File: config.mk
export PLATFORM = sky130hd
export DESIGN_NAME = axi_read_arbiter
export DESIGN_NICKNAME = d
export VERILOG_FILES = /design/src/rtl/axi_arb_pkg.sv /design/src/rtl/axi_read_arbiter_arb_pick.sv /design/src/rtl/axi_read_arbiter.sv
export SDC_FILE = /design/constraint.sdc
export NUM_CORES = 1
export LEC_CHECK = 0
export CAP_MARGIN = 20
export CORE_AREA = 2 2 113 115
export CTS_BUF_LIST = sky130_fd_sc_hd__clkbuf_8
export DETAILED_ROUTE_END_ITERATION = 10
export DIE_AREA = 0 0 115 117
export PLACE_DENSITY = 0.69
export SLEW_MARGIN = 20
export SYNTH_ARGS = -nofsm -noshare
export SYNTH_HDL_FRONTEND = slang
export SYNTH_SLANG_ARGS = --single-unit
File: constraint.sdc
create_clock -name clk -period 1.27 [get_ports clk]
set_clock_uncertainty 0.05 [all_clocks]
set_input_delay 0.1905 -clock clk [delete_from_list [all_inputs] [get_ports clk]]
set_output_delay 0.1905 -clock clk [all_outputs]
set_load 0.02 [all_outputs]
File: src/rtl/axi_arb_pkg.sv
// Shared types and constants for the two-requester AXI3 read arbiter.
package axi_arb_pkg;

    localparam int unsigned INFO_W = 18;

    // arinfo = {arlen[3:0], arsize[2:0], arburst[1:0], arlock[1:0], arcache[3:0], arprot[2:0]}
    localparam int unsigned AR_PROT_OFF  = 0;
    localparam int unsigned AR_CACHE_OFF = 3;
    localparam int unsigned AR_LOCK_OFF  = 7;
    localparam int unsigned AR_BURST_OFF = 9;
    localparam int unsigned AR_SIZE_OFF  = 11;
    localparam int unsigned AR_LEN_OFF   = 14;
    localparam int unsigned AR_LEN_W     = 4;

    localparam logic [1:0] RESP_OKAY = 2'b00;

    typedef enum logic [1:0] {
        IDLE = 2'd0,
        ADDR = 2'd1,
        DATA = 2'd2
    } arb_state_e;

endpackage

File: src/rtl/axi_read_arbiter_arb_pick.sv
// Combinational winner select between the two read requesters.
// AXI_ARB_RR_EN: round-robin on ties using last_grant; otherwise requester 0 has fixed priority.
module arb_pick (
    input  logic req0_i,
    input  logic req1_i,
`ifdef AXI_ARB_RR_EN
    input  logic last_grant_i,
`endif
    output logic grant_c_o
);

    always_comb begin
        grant_c_o = 1'b0;
`ifdef AXI_ARB_RR_EN
        if (req0_i && req1_i) begin
            grant_c_o = ~last_grant_i;
        end else begin
            grant_c_o = req1_i;
        end
`else
        grant_c_o = ~req0_i & req1_i;
`endif
    end

endmodule

File: src/rtl/axi_read_arbiter.sv
// Two-requester AXI3 read arbiter (0 = dcache, 1 = icache), one transaction at a time.
// AXI_ARB_RR_EN selects round-robin arbitration; default build is fixed priority to requester 0.
module axi_read_arbiter #(
    parameter int unsigned ID_W   = 4,
    parameter int unsigned ADDR_W = 32,
    parameter int unsigned DATA_W = 32,
    parameter int unsigned INFO_W = axi_arb_pkg::INFO_W
) (
    input  logic              clk,
    input  logic              rst,

    input  logic [ID_W-1:0]   s0_arid,
    input  logic [ADDR_W-1:0] s0_araddr,
    input  logic [INFO_W-1:0] s0_arinfo,
    input  logic              s0_arvalid,
    output logic              s0_arready,
    output logic [ID_W-1:0]   s0_rid,
    output logic [DATA_W-1:0] s0_rdata,
    output logic [1:0]        s0_rresp,
    output logic              s0_rlast,
    output logic              s0_rvalid,
    input  logic              s0_rready,

    input  logic [ID_W-1:0]   s1_arid,
    input  logic [ADDR_W-1:0] s1_araddr,
    input  logic [INFO_W-1:0] s1_arinfo,
    input  logic              s1_arvalid,
    output logic              s1_arready,
    output logic [ID_W-1:0]   s1_rid,
    output logic [DATA_W-1:0] s1_rdata,
    output logic [1:0]        s1_rresp,
    output logic              s1_rlast,
    output logic              s1_rvalid,
    input  logic              s1_rready,

    output logic [ID_W-1:0]   m_arid,
    output logic [ADDR_W-1:0] m_araddr,
    output logic [INFO_W-1:0] m_arinfo,
    output logic              m_arvalid,
    input  logic              m_arready,
    input  logic [ID_W-1:0]   m_rid,
    input  logic [DATA_W-1:0] m_rdata,
    input  logic [1:0]        m_rresp,
    input  logic              m_rlast,
    input  logic              m_rvalid,
    output logic              m_rready,

    output logic              busy
);

    import axi_arb_pkg::*;

    arb_state_e state_q;
    logic       grant_q;
    logic       arvalid_q;
    logic       busy_q;
    logic       pick_c;
    logic       any_req_c;
    logic       sel0_c;
    logic       sel1_c;
`ifdef AXI_ARB_RR_EN
    logic       last_grant_q;
`endif

    assign any_req_c = s0_arvalid | s1_arvalid;

    arb_pick u_pick (
        .req0_i       (s0_arvalid),
`ifdef AXI_ARB_RR_EN
        .last_grant_i (last_grant_q),
`endif
        .req1_i       (s1_arvalid),
        .grant_c_o    (pick_c)
    );

    // Grant is frozen from IDLE until the last R beat; AR valid holds until the handshake.
    always_ff @(posedge clk or posedge rst) begin
        if (rst) begin
            state_q      <= IDLE;
            grant_q      <= 1'b0;
            arvalid_q    <= 1'b0;
            busy_q       <= 1'b0;
`ifdef AXI_ARB_RR_EN
            last_grant_q <= 1'b1;
`endif
        end else begin
            case (state_q)
                IDLE: begin
                    if (any_req_c) begin
                        state_q   <= ADDR;
                        grant_q   <= pick_c;
                        arvalid_q <= 1'b1;
                        busy_q    <= 1'b1;
                    end
                end
                ADDR: begin
                    if (arvalid_q && m_arready) begin
                        state_q      <= DATA;
                        arvalid_q    <= 1'b0;
`ifdef AXI_ARB_RR_EN
                        last_grant_q <= grant_q;
`endif
                    end
                end
                DATA: begin
                    if (m_rvalid && m_rready && m_rlast) begin
                        state_q <= IDLE;
                        busy_q  <= 1'b0;
                    end
                end
                default: begin
                    state_q   <= IDLE;
                    arvalid_q <= 1'b0;
                    busy_q    <= 1'b0;
                end
            endcase
        end
    end

    assign sel0_c = (state_q == DATA) & ~grant_q;
    assign sel1_c = (state_q == DATA) &  grant_q;

    // AR channel: payload muxed from the granted requester, zero when idle.
    assign m_arvalid  = arvalid_q;
    assign m_arid     = arvalid_q ? (grant_q ? s1_arid   : s0_arid)   : '0;
    assign m_araddr   = arvalid_q ? (grant_q ? s1_araddr : s0_araddr) : '0;
    assign m_arinfo   = arvalid_q ? (grant_q ? s1_arinfo : s0_arinfo) : '0;
    assign s0_arready = arvalid_q & ~grant_q & m_arready;
    assign s1_arready = arvalid_q &  grant_q & m_arready;

    // R channel: routed by grant only; a response outside DATA is held off.
    assign m_rready  = (sel0_c & s0_rready) | (sel1_c & s1_rready);

    assign s0_rvalid = sel0_c & m_rvalid;
    assign s0_rid    = sel0_c ? m_rid   : '0;
    assign s0_rdata  = sel0_c ? m_rdata : '0;
    assign s0_rresp  = sel0_c ? m_rresp : '0;
    assign s0_rlast  = sel0_c & m_rlast;

    assign s1_rvalid = sel1_c & m_rvalid;
    assign s1_rid    = sel1_c ? m_rid   : '0;
    assign s1_rdata  = sel1_c ? m_rdata : '0;
    assign s1_rresp  = sel1_c ? m_rresp : '0;
    assign s1_rlast  = sel1_c & m_rlast;

    assign busy = busy_q;

endmodule
Word-level counts from Yosys, hierarchy flattened --
Cells that the tools add are included.
Word-level totals: register bits after elaboration 5, output and inout port bits 139, word-level logic and storage cells 57
Cells by class: equality and inequality tests 5, muxes and demuxes 21, bitwise gates (word level) 19, reductions and logical operators 8
Operators by type and width (count):
- two-way mux 32 bit | 4
- two-way mux 18 bit | 2
- two-way mux 4 bit | 4
- AND 1 bit | 13
- two-way mux 2 bit | 5
- AND reduction 3 bit | 3
- inequality test 2 bit (second input constant) | 3
- one-hot mux 1 bit (3 select lines) | 2
- one-hot mux 2 bit (3 select lines) | 1
- NOT 1 bit | 4
- logical AND 1 bit | 3
- two-way mux 1 bit | 3
- == test 2 x 1 -> 1 bit (second input constant) | 1
- == test 2 bit (second input constant) | 1
- zero test 2 bit | 1
- OR 1 bit | 2
- AND reduction 2 bit | 1

Depth between registers and ports, before layout --
Gate-level depths: netlist (run 1).
word-level depth 8, depth in mapped cells 5, mapped depth without buffers 3

Hierarchy --
Synthesis (run 1) repeated with hierarchy kept, for this count alone.
Second synthesis, totals: cell total of the unflattened synthesis 238, area total of the unflattened synthesis 1800.5 um2
Modules (own cells, without submodules):
- axi_read_arbiter | instances 1, cells an instance 237, area an instance 1786.7 um2, seq. area each 125.1 um2
- arb_pick | instances 1, cells an instance 1, area an instance 13.8 um2, seq. area each 0.0 um2

Worst setup path before layout (run 1) --
Ideal clock, no wire load.
kind register to output, start point register arvalid_q (netlist: m_arvalid), end point output port m_araddr[28], data arrival time 1.312 ns, path slack -0.282 ns, stages on the path, launching flop included 4, path buffers 2, path through dfrtp_1 > clkbuf_1 > clkbuf_1 > nor2b_1
Between the ends: word-level cells in the longest chain between the ends 1
Ends and longest elaborated chain:
- from (decl) | line axi_read_arbiter.sv:55 | logic arvalid_q;
- from (signal assigned) | line axi_read_arbiter.sv:81 | arvalid_q <= 1'b0;
- from (signal assigned) | line axi_read_arbiter.sv:92 | arvalid_q <= 1'b1;
- from (signal assigned) | line axi_read_arbiter.sv:99 | arvalid_q <= 1'b0;
- two-way mux 32 bit | line axi_read_arbiter.sv:126 | assign m_araddr = arvalid_q ? (grant_q ? s1_araddr : s0_araddr) : '0;
- to (decl) | line axi_read_arbiter.sv:37 | output logic [ADDR_W-1:0] m_araddr,
No other way between the ends.

Worst setup path in the final report (run 1) --
start point register grant_q, end point output port s1_rdata[28]
Between the ends: word-level cells in the longest chain between the ends 2
Ends and longest elaborated chain:
- from (decl) | line axi_read_arbiter.sv:54 | logic grant_q;
- from (signal assigned) | line axi_read_arbiter.sv:91 | grant_q <= pick_c;
- AND 1 bit | line axi_read_arbiter.sv:121 | assign sel1_c = (state_q == DATA) & grant_q;
- two-way mux 32 bit | line axi_read_arbiter.sv:142 | assign s1_rdata = sel1_c ? m_rdata : '0;
- to (decl) | line axi_read_arbiter.sv:30 | output logic [DATA_W-1:0] s1_rdata,
No other way between the ends.

==> reports/summary.txt, run 1 <==
Status = complete, but fails checks
Violated checks = setup timing
Adder-cell share of the synthesized area = 0%
Area of the multi-input gates = 2278 um2
Post-synthesis mux area share = 30.98%
Placed Instances = 677
Most frequent cell after synthesis = and2_1
Antenna violations before repair = 0
Worst Setup Slack, final = -0.6019 ns
Vias in the first global route = 2,796
Worst slew margin = 81.04%
Commonest cells in the netlist = and2_1 (80), mux2i_1 (54), nor2b_1 (54)
Antenna diode count = 0
GRT overflow = 0
First-pass detailed-route iteration total = 3
Cell Rows = 41
Fin crit period = 1.872 ns
Area share of xor/xnor cells in the synthesized design = 0%
Gpl congestion = 0.7724
Clk pin slew, worst setup/hold paths = 0.04 ns
Post-synth top flop = dfrtp_1
Layout cells sized above 1 = 64.86%
Die area = 13,460 um2
Critical R2R Capture = state_q[1]$_DFFE_PP0P_
Drt via density = 4.233
Unique masters post-synth = 23
TritonCTS Buffers = 3
Complex-gate fraction of the synthesized area = 3.776%
Core area = 12,310 um2
Fillers = 1,137
Peak VDD IR = 1.116 mV
Final Max Tran Viols = 0
Syn Std Cell Area = 1789 um2
Chip height = 117 um
Clk sinks = 5
Largest area contributor in the netlist = mux2i_1
Pwr per Cell Area = 1481 nW/um2
HP Class = input port to asynchronous set/reset pin
Post-Synth Simple-Gate Area = 51.05%
RSZ-0062 raised after global routing = true
Yosys reg bits = 5
Wire per inst = 17.21 um
Reg area = 130.1 um2
Worst setup path class = flip-flop to primary output
Largest net degree at the start of global routing = 41
Max FO, Critical Path = 5
CTS Buffer Depth = 2
Fraction of registers with async set/reset = 100.0%
Setup violators final = 139
CTS tree = done
Final worst path period share = 147.4%
Worst setup SP type = flip-flop
Top cells by area, synth = mux2i_1 (30%), and2_1 (28%), nor2b_1 (19%)
Total Routing Usage GR = 14.06%
Critical path buffers and inverters = 6
Mean post-synth cell area = 7.393 um2
Warnings from Yosys = 0
Main combinational cell family by area after synthesis = simple AND/OR/NAND/NOR gates
Post-DRT Antenna Nets = 0
Finished Core Util = 51.49%
Final Hold Vio Count = 0
Critical path's largest stage delay = 0.52 ns
Synth top area share = 30.21%
Critical path's most frequent cell = buf_6
Clock latency on the worst-skew pair = 0.22 ns
DRC viols = 0
Port Buffers = 293
Worst setup EP type = primary output
Number of synthesized flops with an enable pin = 0
# IOs = 294
Register area share after synthesis = 6.993%
Root Buffer = clkbuf_8
Arrival time at the worst endpoint = 1.63 ns
Slowest stage cell on the critical path = dfrtp_4
DRT iter0 DRCs = 57
Crit-path cells = buf_6 > inv_6 > nor2_4 > buf_12 > buf_6 > buf_6 > and2_4 > buf_6
Synthesis-to-finish area growth = 254.3%
Initial Utilization = 14.53%
Routed wire length = 12,420 um
Post-route insts no fill = 722
CP delay by family, top = buffers and inverters
Detail Placement HPWL = 8349 um
Worst slew pin tran = 0.2840 ns
Peak Freq = 534.2 MHz
Synth Instances = 242
First-pass GRT wire length = 14,770 um
Vias = 3,056
Max Cap Violations = 0
Final setup TNS = -66.69 ns
Required time of the critical path = 1.03 ns
H-tree depth = 1
Worst setup startpoint = grant_q$_DFFE_PP0P_
Reg2reg start = grant_q$_DFFE_PP0P_
NumNets Final = 728
Post-Syn Nets = 397
R2r setup slk = -0.41 ns
Chip width = 115 um
FF-to-FF path depth = 7
Lkg Pwr = 2.819 nW
worst max-delay path by stage:
stage | end | slack [ns] | cells past startpoint
floorplan | s1_rdata[0] | -0.09 | 5
global placement | m_araddr[28] | -0.66 | 4
detailed placement | m_araddr[28] | -0.67 | 4
CTS | m_arinfo[7] | -0.64 | 4
global route | s1_rdata[28] | -0.64 | 8
finish | s1_rdata[28] | -0.60 | 8
cells by family (layout without fill, tap and decap cells):
family,after synthesis,after routing
mux,55,55
flops,5,5
simple gates,148,148
buf+inv,26,356
compound gates,8,8
registers in the layout, indices dropped and copies added, names as in the netlist:
signal     count
state_q        2
busy           1
grant_q        1
m_arvalid      1
repair_timing:
| action | CTS | global route |
|---|---|---|
| buffers inserted | 2 | 24 |
| hold buffers | 0 | 0 |
| resized for setup | 372 | 487 |
| pin swaps | 1 | 22 |
| setup endpoints to repair | 141 | 141 |
| gates cloned | 2 | 14 |
layout by cell type (no fill, tap or decap), drive strengths merged:
master,Yosys,layout
clkdlybuf4s50,0,154
nor2,9,9
and2,80,80
dlymetal6s2s,0,1
buf,16,178
o21bai,1,1
o32ai,1,1
dfrtp,5,5
a22o,1,1
nand2b,1,1
mux2i,55,55
clkbuf,6,18
a311oi,1,1
a21oi,2,2
nor3,2,2
nor2b,54,54
nand2,2,2
o21a,1,1
o2bb2ai,1,1
inv,4,5
power by group:
part	switching, mW	internal, mW
Sequential	0.112	0.249
Combinational	3.72	5.02
Clock	0.0822	0.208
through the flow:
step           power (mW)  setup WS [ns]  hold slack [ns]  area, um2
3_3_place_gp        7.013        -0.6650           0.3560       5420
6_report            9.387        -0.6019           0.1193       6340
5_1_grt             9.869        -0.6400           0.1601       6340
4_1_cts             7.253        -0.6418           0.1205       5472
3_5_place_dp        7.088        -0.6734           0.3608       5420
2_1_floorplan       4.651       -0.08554         -0.08105       2322
final cells by class:
class	instances	share of cell area (%)
flip-flops and latches	5	2.052
inverters	4	0.3158
clock inverters	1	0.05921
multi-input cells	211	35.94
well taps	150	2.960
clock buffers	3	0.6513
repair buffers	348	58.02
routing by layer:
| layer | GRT usage [%] | part of all wire (%) |
|---|---|---|
| met2 | 27.41 | 55 |
| met4 | 3.293 | 2.4 |
| met5 | 0 | 0 |
| met1 | 14.46 | 33 |
| met3 | 4.737 | 9.3 |
No activity file was read; power rests on OpenSTA's default activity.
==> run 2: changes to the inputs <==
--- a/config.mk
+++ b/config.mk
@@ -6,11 +6,12 @@
 export NUM_CORES = 1
 export LEC_CHECK = 0
 export CAP_MARGIN = 20
-export CORE_AREA = 2 2 113 115
+export CORE_AREA = 2 2 115 117
 export CTS_BUF_LIST = sky130_fd_sc_hd__clkbuf_8
 export DETAILED_ROUTE_END_ITERATION = 10
-export DIE_AREA = 0 0 115 117
-export PLACE_DENSITY = 0.69
+export DIE_AREA = 0 0 117 119
+export DONT_BUFFER_PORTS = 1
+export PLACE_DENSITY = 0.36
 export SLEW_MARGIN = 20
 export SYNTH_ARGS = -nofsm -noshare
 export SYNTH_HDL_FRONTEND = slang
==> reports/summary.txt, run 2 (synthesis gave the netlist of run 1 again) <==
Worst slew pin tran = 0.2624 ns
First-pass GRT wire length = 9611 um
Final setup TNS = -46.84 ns
Worst setup EP type = primary output
Drt via density = 4.203
Most flops, register = state_q
Wire per inst = 17.46 um
Die area = 13,920 um2
Vias = 1,778
Worst setup path class = flip-flop to primary output
H-tree depth = 1
Final instance area = 2813 um2
HP Class = input port to flip-flop
Clock latency on the worst-skew pair = 0.22 ns
Final Hold Vio Count = 0
Worst slew margin = 82.43%
Chip height = 119 um
DRC viols = 0
Arrival time at the worst endpoint = 1.41 ns
Final Max Tran Viols = 0
DRT iter0 DRCs = 39
Critical path's largest stage delay = 0.52 ns
Peak VDD IR = 0.7845 mV
Pwr per Cell Area = 2038 nW/um2
First-pass detailed-route iteration total = 4
CTS Buffer Depth = 2
Leading cell type in the layout, fill and taps excluded = and2_4
Detail Placement HPWL = 6076 um
Synthesis-to-finish area growth = 57.20%
Routed wire length = 7384 um
Placed inst area = 2537 um2
Initial Utilization = 13.90%
Worst hold slack = 0.03281 ns
Cell Rows = 42
Status = complete, but fails checks
Clk pin slew, worst setup/hold paths = 0.04 ns
GRT overflow = 0
P_int = 2.786 mW
Worst Setup Slack, final = -0.3778 ns
# IOs = 294
RSZ-0062 raised after global routing = true
Max Cap Violations = 0
Area of the multi-input gates = 2115 um2
FF-to-FF path depth = 4
Reg area = 130.1 um2
Post-DRT Antenna Nets = 0
Clk sinks = 5
Reg power frac = 6.0%
Switching power = 2.947 mW
Switching share of power = 51.41%
NumNets Final = 403
Crit-path cells = buf_12 > mux2i_2 > nor2b_2
Clock network power share = 5.0%
Commonest cells after routing, fill and taps aside = and2_4 (80), nor2b_2 (33), mux2i_1 (31)
Chip width = 117 um
Post-place setup slack = -0.1805 ns
Share of power burned in combinational logic = 89.0%
Setup violators final = 139
R2r setup slk = -0.10 ns
WHS Path Cells = 1
Core area = 12,870 um2
Gpl congestion = 0.7327
Port Buffers = 0
Largest net degree at the start of global routing = 41
Total Routing Usage GR = 9.136%
Required time of the critical path = 1.03 ns
Largest register FFs = 2
Layout cells sized above 1 = 77.33%
Slowest stage cell on the critical path = dfrtp_4
Peak Freq = 606.9 MHz
CTS tree = done
Max FO, Critical Path = 35
Fin crit period = 1.648 ns
Final worst path period share = 129.7%
Fillers = 1,398
TritonCTS Buffers = 3
Antenna violations before repair = 0
Worst setup SP type = flip-flop
Violated checks = setup timing
Lkg Pwr = 1.160 nW
Antenna diode count = 0
Vias in the first global route = 1,688
Root Buffer = clkbuf_8
run 2: power groups by stage:
stage / Combinational, mW / Sequential (mW) / Clock (mW)
floorplan: 4.32 / 0.335 / 0
global placement: 4.72 / 0.335 / 0
detailed placement: 4.74 / 0.339 / 0
CTS: 5.11 / 0.352 / 0.296
global route: 5.42 / 0.360 / 0.302
finish: 5.10 / 0.346 / 0.287
run 2: final cells by class:
| type | instances | share of cell area, % |
|---|---|---|
| clock buffer | 3 | 1.468 |
| clock inverter | 1 | 0.1335 |
| inverter | 4 | 0.5338 |
| multi-input combinational | 211 | 75.18 |
| sequential | 5 | 4.626 |
| tap | 176 | 7.829 |
| timing repair buffer | 23 | 10.23 |
run 2: worst paths after layout:
check	start	end
max	grant_q$_DFFE_PP0P_	m_araddr[23]
min	m_arready	state_q[0]$_DFFE_PP0P_
max reg2reg	grant_q$_DFFE_PP0P_	busy$_DFFE_PP0P_
min reg2reg	busy$_DFFE_PP0P_	busy$_DFFE_PP0P_
max in group asynchronous	rst	grant_q$_DFFE_PP0P_
min in group asynchronous	rst	grant_q$_DFFE_PP0P_
run 2: layer usage:
metal	track usage (%)	part of all wire (%)	wire length, um
met1	8.698	33	2438
met2	18.53	56	4124
met3	3.511	11	800
met4	0.8824	0.28	21
met5	0	0	0
run 2: per-stage QoR:
stage / util [%] / total power [mW] / cells
floorplan: - / 4.651 / 242
global placement: 19.71 / 5.050 / 412
detailed placement: 19.71 / 5.083 / 412
CTS: 21.17 / 5.763 / 422
global route: 21.85 / 6.086 / 423
finish: 21.85 / 5.734 / 423
run 2: repair_timing:
item | 4_1_cts | 5_1_grt
hold buffers | 2 | 0
resized for setup | 26 | 44
setup buffers | 2 | 2
endpoints found under the hold margin | 6 | 0
pin swaps | 1 | 0
gates cloned | 2 | 1
endpoints found under the setup margin | 139 | 139
run 2: critical path: cells and delay by family, from the launching register on:
kind	cells	cell delay (ns)
buffers and inverters	1	0.20
multiplexers	1	0.20
AND/OR/NAND/NOR	1	0.24
flip-flops	1	0.52
